==> src/rtl/snax_alu_reducer.sv <==
// Accumulating reducer behind a SNAX ALU PE: sums len_i PE results and hands the total to a consumer.
// Optional build macro SNAX_ALU_REDUCER_SAT_EN selects saturating (instead of wrapping) accumulation.
module snax_alu_reducer #(
    parameter int DataWidth = 64,
    parameter int LenWidth  = 16
) (
    input  logic                   clk_i,
    input  logic                   rst_ni,
    input  logic                   start_i,
    input  logic [LenWidth-1:0]    len_i,
    input  logic                   issue_i,
    output logic                   acc_ready_o,
    input  logic [2*DataWidth-1:0] c_i,
    input  logic                   c_valid_i,
    output logic                   c_ready_o,
    output logic [2*DataWidth-1:0] sum_o,
    output logic                   sum_valid_o,
    input  logic                   sum_ready_i,
    output logic                   busy_o,
    output logic [LenWidth-1:0]    count_o
);

    localparam int AccWidth = 2 * DataWidth;

    typedef enum logic [1:0] {
        IDLE  = 2'd0,
        ACCUM = 2'd1,
        DRAIN = 2'd2
    } state_e;

    state_e                state_q, state_d;
    logic [LenWidth-1:0]   len_q, len_d;
    logic [LenWidth-1:0]   issued_q, issued_d;
    logic [LenWidth-1:0]   count_q, count_d;
    logic [AccWidth-1:0]   acc_q, acc_d;
    logic [AccWidth-1:0]   acc_next;
    logic [LenWidth-1:0]   count_inc;
    logic                  issue_allowed;

`ifdef SNAX_ALU_REDUCER_SAT_EN
    logic [AccWidth:0] acc_sum;

    // Once clamped to all-ones any further addend overflows again, so the clamp holds naturally.
    always_comb begin
        acc_sum  = {1'b0, acc_q} + {1'b0, c_i};
        acc_next = acc_sum[AccWidth] ? {AccWidth{1'b1}} : acc_sum[AccWidth-1:0];
    end
`else
    always_comb begin
        acc_next = acc_q + c_i;
    end
`endif

    assign count_inc     = count_q + LenWidth'(1);
    assign issue_allowed = (state_q == ACCUM) && (issued_q < len_q);

    always_comb begin
        state_d  = state_q;
        len_d    = len_q;
        acc_d    = acc_q;
        issued_d = issued_q;
        count_d  = count_q;
        case (state_q)
            IDLE: begin
                if (start_i) begin
                    len_d    = len_i;
                    acc_d    = '0;
                    issued_d = '0;
                    count_d  = '0;
                    state_d  = (len_i != '0) ? ACCUM : DRAIN;
                end
            end
            ACCUM: begin
                // Issue is capped at len_q so stray pulses cannot over-count.
                if (issue_i && issue_allowed) begin
                    issued_d = issued_q + LenWidth'(1);
                end
                if (c_valid_i) begin
                    acc_d   = acc_next;
                    count_d = count_inc;
                    if (count_inc == len_q) begin
                        state_d = DRAIN;
                    end
                end
            end
            DRAIN: begin
                if (sum_ready_i) begin
                    state_d = IDLE;
                end
            end
            default: state_d = IDLE;
        endcase
    end

    always_ff @(posedge clk_i or negedge rst_ni) begin
        if (!rst_ni) begin
            state_q  <= IDLE;
            len_q    <= '0;
            acc_q    <= '0;
            issued_q <= '0;
            count_q  <= '0;
        end else begin
            state_q  <= state_d;
            len_q    <= len_d;
            acc_q    <= acc_d;
            issued_q <= issued_d;
            count_q  <= count_d;
        end
    end

    assign acc_ready_o = issue_allowed;
    assign c_ready_o   = (state_q == ACCUM);
    assign sum_valid_o = (state_q == DRAIN);
    assign sum_o       = (state_q == DRAIN) ? acc_q : '0;
    assign busy_o      = (state_q != IDLE);
    assign count_o     = count_q;

endmodule

==> config.mk <==
export PLATFORM = sky130hd
export DESIGN_NAME = snax_alu_reducer
export DESIGN_NICKNAME = d
export VERILOG_FILES = /design/src/rtl/snax_alu_reducer.sv
export SDC_FILE = /design/constraint.sdc
export NUM_CORES = 1
export LEC_CHECK = 0
export BUFFER_PORTS_ARGS = -buffer_cell sky130_fd_sc_hd__buf_2
export CAP_MARGIN = 20
export CORE_UTILIZATION = 47
export CTS_BUF_LIST = sky130_fd_sc_hd__clkbuf_8
export CTS_CLUSTER_DIAMETER = 50
export DETAILED_ROUTE_END_ITERATION = 8
export PLACE_DENSITY = 0.69
export SYNTH_ARGS = -nofsm -noshare
export SYNTH_HDL_FRONTEND = slang
export SYNTH_SLANG_ARGS = --single-unit
==> constraint.sdc <==
create_clock -name clk_i -period 5.29 [get_ports clk_i]
set_input_delay 0.7935 -clock clk_i [delete_from_list [all_inputs] [get_ports clk_i]]
set_output_delay 0.7935 -clock clk_i [all_outputs]
set_load 0.03 [all_outputs]
# Word-level counts from Yosys, hierarchy flattened
# Cells that the tools add are included.
[op_classes]
shift = 0
bitwise_logic = 0
add_sub_neg = 3
n_mux = 15
n_div = 0
n_reduce_logical = 10
n_mul = 0
n_eq_ne = 8
order_cmp = 1
[ops]
columns = ["operator", "count"]
rows = [
  ["2-to-1 mux 128 bit", 3],
  ["case mux 128 bit (2 select lines)", 1],
  ["adder 128 bit", 1],
  ["case mux 16 bit (2 select lines)", 2],
  ["2-to-1 mux 16 bit", 3],
  ["adder 16 x 1 -> 16 bit (second input constant)", 2],
  ["== test 16 bit", 1],
  ["less-than comparator 16 bit", 1],
  ["nonzero test 16 bit", 1],
  ["2-to-1 mux 2 bit", 5],
  ["!= test 2 x 1 -> 1 bit (second input constant)", 3],
  ["case mux 2 bit (3 select lines)", 1],
  ["AND reduction 3 bit", 2],
  ["!= test 2 bit (second input constant)", 2],
  ["AND reduction 4 bit", 1],
  ["nonzero test 2 bit", 2],
  ["== test 2 x 1 -> 1 bit (second input constant)", 1],
  ["== test 2 bit (second input constant)", 1],
  ["logical AND 1 bit", 2],
  ["zero test 2 bit", 1],
  ["AND reduction 2 bit", 1],
]
[totals]
romBits = 0
output_inout_bits = 148
memories = 0
inputBits = 150
wordCells = 42
regBits = 178
latch_bits = 0
mem_bits_rw = 0

# Logic depth before layout (Yosys ltp)
# Gate-level depths: netlist of run 1.
[depth]
word_depth = 5
mapped_depth = 15
mapped_depth_nobuf = 15

# Least setup slack after synthesis of run 1
# Ideal clock, no wire load.
[synth_timing]
path_kind = "input to register"
from = "input port c_i[8]"
to = "register acc_q[122]"
required_time_ps = 5167
n_path_buf = 1
setup_ps = 123
t_arrival_ps = 3967
slack_ps = 1200
cell_stages = 14
path_cell_list = "ha_1 > buf_2 > nand2_2 > or3_1 > a2111oi_2 > a21boi_1 > a2111o_1 > a31oi_4 > a31oi_4 > o31ai_4 > a21oi_2 > o41ai_4 > o31a_1 > o21ai_1"
[synth_via]
elab_chain_cells = 3
[synth_rtl]
columns = ["element", "line", "source"]
rows = [
  ["start: declaration", "13", "input logic [2*DataWidth-1:0] c_i,"],
  ["adder 128 bit", "50", "acc_next = acc_q + c_i;"],
  ["2-to-1 mux 128 bit", "78", "if (c_valid_i) begin"],
  ["case mux 128 bit (2 select lines)", "63", "case (state_q)"],
  ["end signal: assignment", "99", "acc_q <= '0;"],
  ["end signal: assignment", "105", "acc_q <= acc_d;"],
  ["end: declaration", "35", "logic [AccWidth-1:0] acc_q, acc_d;"],
]
# Every way passes these cells. The select of a mux whose other input is x is not followed.
# A chain may end at the register's enable or synchronous reset.

# Worst setup path in the final report of run 1
[layout_timing]
from = "register acc_q[44]"
to = "register acc_q[103]"
[layout_via]
elab_chain_cells = 3
[layout_rtl]
columns = ["element", "line"]
rows = [
  ["adder 128 bit", "50"],
  ["2-to-1 mux 128 bit", "78"],
  ["case mux 128 bit (2 select lines)", "63"],
]
# Every way passes these cells. The select of a mux whose other input is x is not followed.

==> results.yml, run 1 <==
floorplan:
  die_area_um2: 36400
  io_pins: 298
  die_h_um: 191
  rows: 68
  fp.coreArea_um2: 34800
  start_util_pct: 48.1
  die_x_um: 191
synth:
  synth_top_area_share_pct: 26.6
  syn_inst: 2219
  postSynthAreaPerCell_um2: 7.55
  synthFlopType: "dfrtp_1"
  yosysWarnings: 0
  synth_cell_type_count: 68
  synthArstFlopShare_pct: 100
  synth_top_area_cell: "dfrtp_1"
  synth-edff-count: 0
  synth_nets: 2514
  synth_area_leaders: "dfrtp_1 (27%), ha_1 (11%), o21ai_0 (8.3%)"
  seq_area_frac_synth_pct: 26.6
  syn-cell-area_um2: 16800
  ys_seq_elements: 178
placement:
  dp.cells: 2850
  gp_congestion: 0.960
  io_buffer_count: 297
  dp_hpwl_um: 41900
sta:
  setup_viol: 0
  tns_ps: 0
  tightest_slew_ps: 1060
  layout_worst_path_cycle_share_pct: 84.4
  hold_violations: 0
  fmax_mhz: 224
  hold_slack_ps: 80.7
  finalMaxSlewViolations: 0
  rsz0062_at_grt: "no"
  fin_crit_ps: 4460
  fin_worst_skew_ps: 21.2
  relSlewSlack_pct: 29.5
flow_run:
  maxCapViolCount: 0
setup_path:
  critical_path.top_delay_family: "compound AO/OA/AOI/OAI gates"
  cpMaxStageDelayCell: "nor4_1"
  start_kind: "register"
  cpMostUsedCell: "o21ai_0"
  cp.required_ps: 5690
  setup.worst_path.class: "reg2reg"
  crit_buf_inv: 0
  crit_path_max_fanout: 8
  worstPathCellList: "ha_1 -> and4_1 -> nand2_1 -> nor4_1 -> nand3_1 -> o221ai_1 -> o2111ai_1 -> and2_1 -> o21ai_0 -> a21oi_1 -> o21ai_0 -> xnor2_1 -> o21ai_0"
  cp.arrival_ps: 4870
  end_kind: "register"
  slowest_delay_ps: 690
routing:
  dr.pass1.iters: 8
  dr_wl_met2_um: 24300
  route.detailed.drc: 0
  via_count: 17156
  postRouteAntennaNets: 0
  dr.first_iter.drc_count: 1160
  topRoutingLayerUsed: "met5"
  wirelength_um: 53800
  post_drt_wl_per_cell_um: 18.6
  wl_met3_um: 3280
  wl_met1_um: 24600
  routed_via_density: 5.94
global_route:
  grt_util_all_layers_pct: 29.5
  grt_pass1_vias: 16077
  antenna_found_initial: 3
  grt_overflow: 0
  grt_pass1_wl_um: 85800
  grt_start_max_net_pins: 131
final_layout:
  syn_to_final_growth_pct: 12.8
  fillerInstances: 3405
  layout-drive-gt1-share_pct: 15.0
  final_cell_count_no_fill: 2886
  finalNetCount: 2711
power_and_ir_drop:
  vdd_drop_max_v: 0.000271
  power_density_nw_per_um2: 478
  power_leakage_nw: 9.06
clock_tree:
  clock_latency_ps: 530
  clockRootBuffer: "clkbuf_8"
  cts_resized: 0
  cts_tree: "built"
  cts_made_buffers: 17
  clock_path_buffers: 2
  hold_buffers: 0
  cts_setup_buffers: 0
  clk_pin_slew_worst_paths_ps: 120
  clock-sinks: 178
  h-tree-depth: 4
outcome:
  status: "completed"
worst_hold_path:
  hp-class: "in2async"
-- routing by layer --
metal | GRT usage, % | vias up
met5 | 0 | -
met4 | 10.7 | 2
met3 | 4.32 | 93
met2 | 46.2 | 635
met1 | 41.1 | 8122
li1 | - | 8304
-- stage by stage --
stage,utilization [%],worst slack [ps],power (mW),area (um2)
floorplan,-,1200,6.37,16800
global placement,53.0,524,7.86,18400
detailed placement,53.0,380,7.93,18400
CTS,54.1,835,8.97,18800
global route,54.3,462,9.78,18900
finish,54.3,827,9.04,18900
-- power by group --
part	switching, mW	leakage [nW]	internal, mW
combinational	3.71	6.52	2.12
sequential	0.395	2.34	1.80
clock	0.649	0.207	0.373
-- state kept, by name (all words and copies together), names as in the netlist --
name and count:
issued_q 16, count_o 16, state_q 2, len_q 16, acc_q 128
-- cells in the mapped netlist, types with 6 or more instances --
library cell and instances:
a22o_1 7, or2_2 6, xnor2_1 96, or3_1 14, o211ai_1 15, o21bai_1 35
o21ai_0 277, nor2b_1 13, o31ai_1 16, nor3_1 25, and3_1 16, clkbuf_1 128
a31oi_1 15, o21a_1 14, or4_1 9, a21o_1 59, inv_1 62, nor4_1 15
dfrtp_1 178, and4_1 13, nand4_1 70, xor2_1 57, nand3_1 29, and2_1 145
nor2_1 115, a21boi_0 6, o21ai_1 6, a21oi_1 223, ha_1 144, nand2_1 314
nand2b_1 19
-- layout by cell type (no fill, tap or decap), types with 16 or more instances in the layout --
cell type and n:
nand4_1 70, xor2_1 57, buf_2 296, nand2_1 313, o21bai_1 35, a21oi_1 223
a21o_1 59, clkbuf_8 18, ha_1 144, and3_1 16, xnor2_1 96, nand3_1 29
nand2b_1 19, nor2_1 114, nor3_1 25, inv_1 62, o31ai_1 16, dfrtp_1 178
and2_1 145, o21ai_0 277
-- logic make-up (layout without fill, tap and decap cells) --
family	Yosys count	count (layout)	synth area share (%)
compound gates	732	732	26.1
xor+xnor	153	153	8.00
fa+ha+maj	145	145	10.9
buf+inv	196	406	4.43
flops	178	178	26.6
mux	4	4	0.254
other cells	0	2	0
simple gates	811	811	23.8
-- cell type report --
| class | count | area, um2 | area share [%] |
|---|---|---|---|
| multi-input combinational | 1845 | 11600 | 61.3 |
| sequential | 178 | 4450 | 23.6 |
| timing repair buffer | 312 | 1660 | 8.77 |
| tap | 455 | 569 | 3.01 |
| clock buffer | 18 | 248 | 1.31 |
| inverter | 62 | 233 | 1.23 |
| clock inverter | 14 | 155 | 0.821 |
| antenna | 2 | 5.00 | 0.0265 |
-- worst paths after layout --
check / start / endpoint / slack [ps] / depth (start not counted)
min reg2reg: acc_q[88] / acc_q[88] / 510 / 2
max: acc_q[44] / acc_q[103] / 830 / 13
min in group clk_i: len_i[0] / len_q[0] / 480 / 3
min: rst_ni / acc_q[36] / 80 / 1
max reg2reg: acc_q[44] / acc_q[103] / 830 / 13
max in group asynchronous: rst_ni / acc_q[125] / 3860 / 3
-- worst register-to-register path, stage by stage, from the launching register on --
cell       delay [ps]
dfrtp_1           420
ha_1              440
and4_1            310
nand2_1           110
nor4_1            690
nand3_1           150
o221ai_1          480
o2111ai_1         280
and2_1            240
o21ai_0           510
a21oi_1           200
o21ai_0           280
xnor2_1           140
o21ai_0            80
No activity file was read; power rests on OpenSTA's default activity.
==> run 2: changes to the inputs <==
==> constraint.sdc (replaced) <==
create_clock -name clk_i -period 4.45 [get_ports clk_i]
set_input_delay 0.6675 -clock clk_i [delete_from_list [all_inputs] [get_ports clk_i]]
set_output_delay 0.6675 -clock clk_i [all_outputs]
set_load 0.03 [all_outputs]
==> run 2 against run 1 <==
  * Sequential share of layout area shrank 0.34 points
  * Combinational power grew 22%
  * Sequential power grew 19%
  * Die area unchanged
  * Setup slack got worse by 430 ps
  * Total power grew 22%
  * Final cell count is 1.3% higher
==> results.yml, run 2 (same netlist as run 1, synthesis figures left out) <==
outcome:
  status: "completed"
floorplan:
  rows: 68
  die_x_um: 191
  fp.coreArea_um2: 34800
  die_area_um2: 36400
  start_util_pct: 48.1
  io_pins: 298
  die_h_um: 191
setup_path:
  cp.required_ps: 4880
  cp.arrival_ps: 4490
  start_kind: "register"
  end_kind: "register"
  startpoint: "acc_q[0]"
  setup.worst_path.class: "reg2reg"
  rr_startpoint: "acc_q[0]"
  crit_path_max_fanout: 3
final_layout:
  largest_reg_flops: 128
  fin_area_um2: 19200
  top_register: "acc_q"
  mostFrequentLayoutCells: "nand2_1 (313), buf_2 (296), o21ai_0 (277)"
  finalNetCount: 2748
  syn_to_final_growth_pct: 14.5
  fin_util_pct: 55.1
  layout-drive-gt1-share_pct: 16.2
  layout_commonest_cell: "nand2_1"
power_and_ir_drop:
  p_comb_share_pct: 64.6
  p_total_mw: 11.0
  vdd_drop_max_v: 0.000320
  power_leakage_nw: 9.24
  p_switching_mw: 5.68
  power_density_nw_per_um2: 573
  pwr-share-seq_pct: 23.7
  pwr-share-clk_pct: 11.6
  internal_power_mw: 5.31
  switching_share_pct: 51.7
placement:
  preCtsSetupSlack_ps: -31.0
  io_buffer_count: 297
  gp_congestion: 0.995
  place_area_um2: 18700
  dp_hpwl_um: 42800
sta:
  hold_violations: 0
  setup_viol: 0
  fin_crit_ps: 4060
  setup_ws_ps: 394
  fin_worst_skew_ps: 27.6
  relSlewSlack_pct: 43.4
  fmax_mhz: 247
  rsz0062_at_grt: "no"
  tightest_slew_ps: 849
  tns_ps: 0
  layout_worst_path_cycle_share_pct: 91.1
  finalMaxSlewViolations: 0
clock_tree:
  clock_latency_ps: 530
  hold_buffers: 0
  clk_pin_slew_worst_paths_ps: 110
  clock_path_buffers: 2
  clock-sinks: 178
  cts_tree: "built"
  cts_setup_buffers: 0
  h-tree-depth: 4
  cts_resized: 0
  cts_made_buffers: 17
  clockRootBuffer: "clkbuf_8"
global_route:
  antenna_found_initial: 3
  grt_pass1_wl_um: 86700
  grt_start_max_net_pins: 145
  grt_use_met2_pct: 47.3
  grt_util_all_layers_pct: 29.9
  grt_use_met3_pct: 4.25
  grt_overflow: 0
  busiest_layer: "met2"
  grt_pass1_vias: 16293
  met1_usage_pct: 41.5
flow_run:
  maxCapViolCount: 0
routing:
  dr.pass1.iters: 7
  postRouteAntennaNets: 0
  dr.first_iter.drc_count: 1345
  via_count: 17210
  route.detailed.drc: 0
  post_drt_wl_per_cell_um: 18.7
  routed_via_density: 5.89
  wirelength_um: 54600
worst_hold_path:
  hp-class: "in2async"
run 2: worst paths after layout:
path | cells after the start | endpoint | slack, ps
worst max register to register | 16 | acc_q[120] | 390
worst min-delay path | 1 | acc_q[37] | 150
worst max-delay path | 16 | acc_q[120] | 390
min in group clk_i | 3 | len_q[0] | 350
max in group asynchronous | 2 | acc_q[0] | 3350
worst min register to register | 2 | acc_q[59] | 510
run 2: power groups by stage:
stage	sequential (mW)	combinational [mW]	clock [mW]
after global placement	2.62	6.91	0
after floorplan	2.47	5.11	0
after global routing	2.68	7.84	1.36
after detailed placement	2.63	6.98	0
after CTS	2.60	7.02	1.30
final	2.61	7.10	1.28
run 2: worst max-delay path: stages (launching register included):
cell and delay (ps):
dfrtp_1 370, ha_1 190, inv_1 60, fa_1 390, nand2b_1 180, a21oi_1 220, o2111ai_1 220, a21oi_1 270
o21ai_0 270, o21ai_0 350, o21ai_0 150, buf_4 170, a21o_1 200, o221ai_1 380, a41oi_1 210, xnor2_1 160
a22o_1 180
run 2: area by class of cell:
type                    count  area (um2)
inverters                  62         233
well taps                 455         569
clock buffers              17         234
fillers                  3428       15600
multi-input cells        1845       11600
diodes                      2        5.00
clock inverters            15         191
repair buffers            349        1910
flip-flops and latches    178        4450
run 2: per-layer routing:
layer | vias up | routed length [um] | share of wire, %
met5 | - | 13 | 0.024
met4 | 2 | 1570 | 2.9
met3 | 97 | 3270 | 6.0
met2 | 622 | 24600 | 45
met1 | 8117 | 25100 | 46
li1 | 8372 | - | -
run 2: metrics by stage:
stage / hold WS (ps) / instances
after floorplan: 372 / 2219
after global placement: 486 / 2889
after detailed placement: 496 / 2889
after CTS: 181 / 2921
after global routing: 211 / 2922
final: 147 / 2923
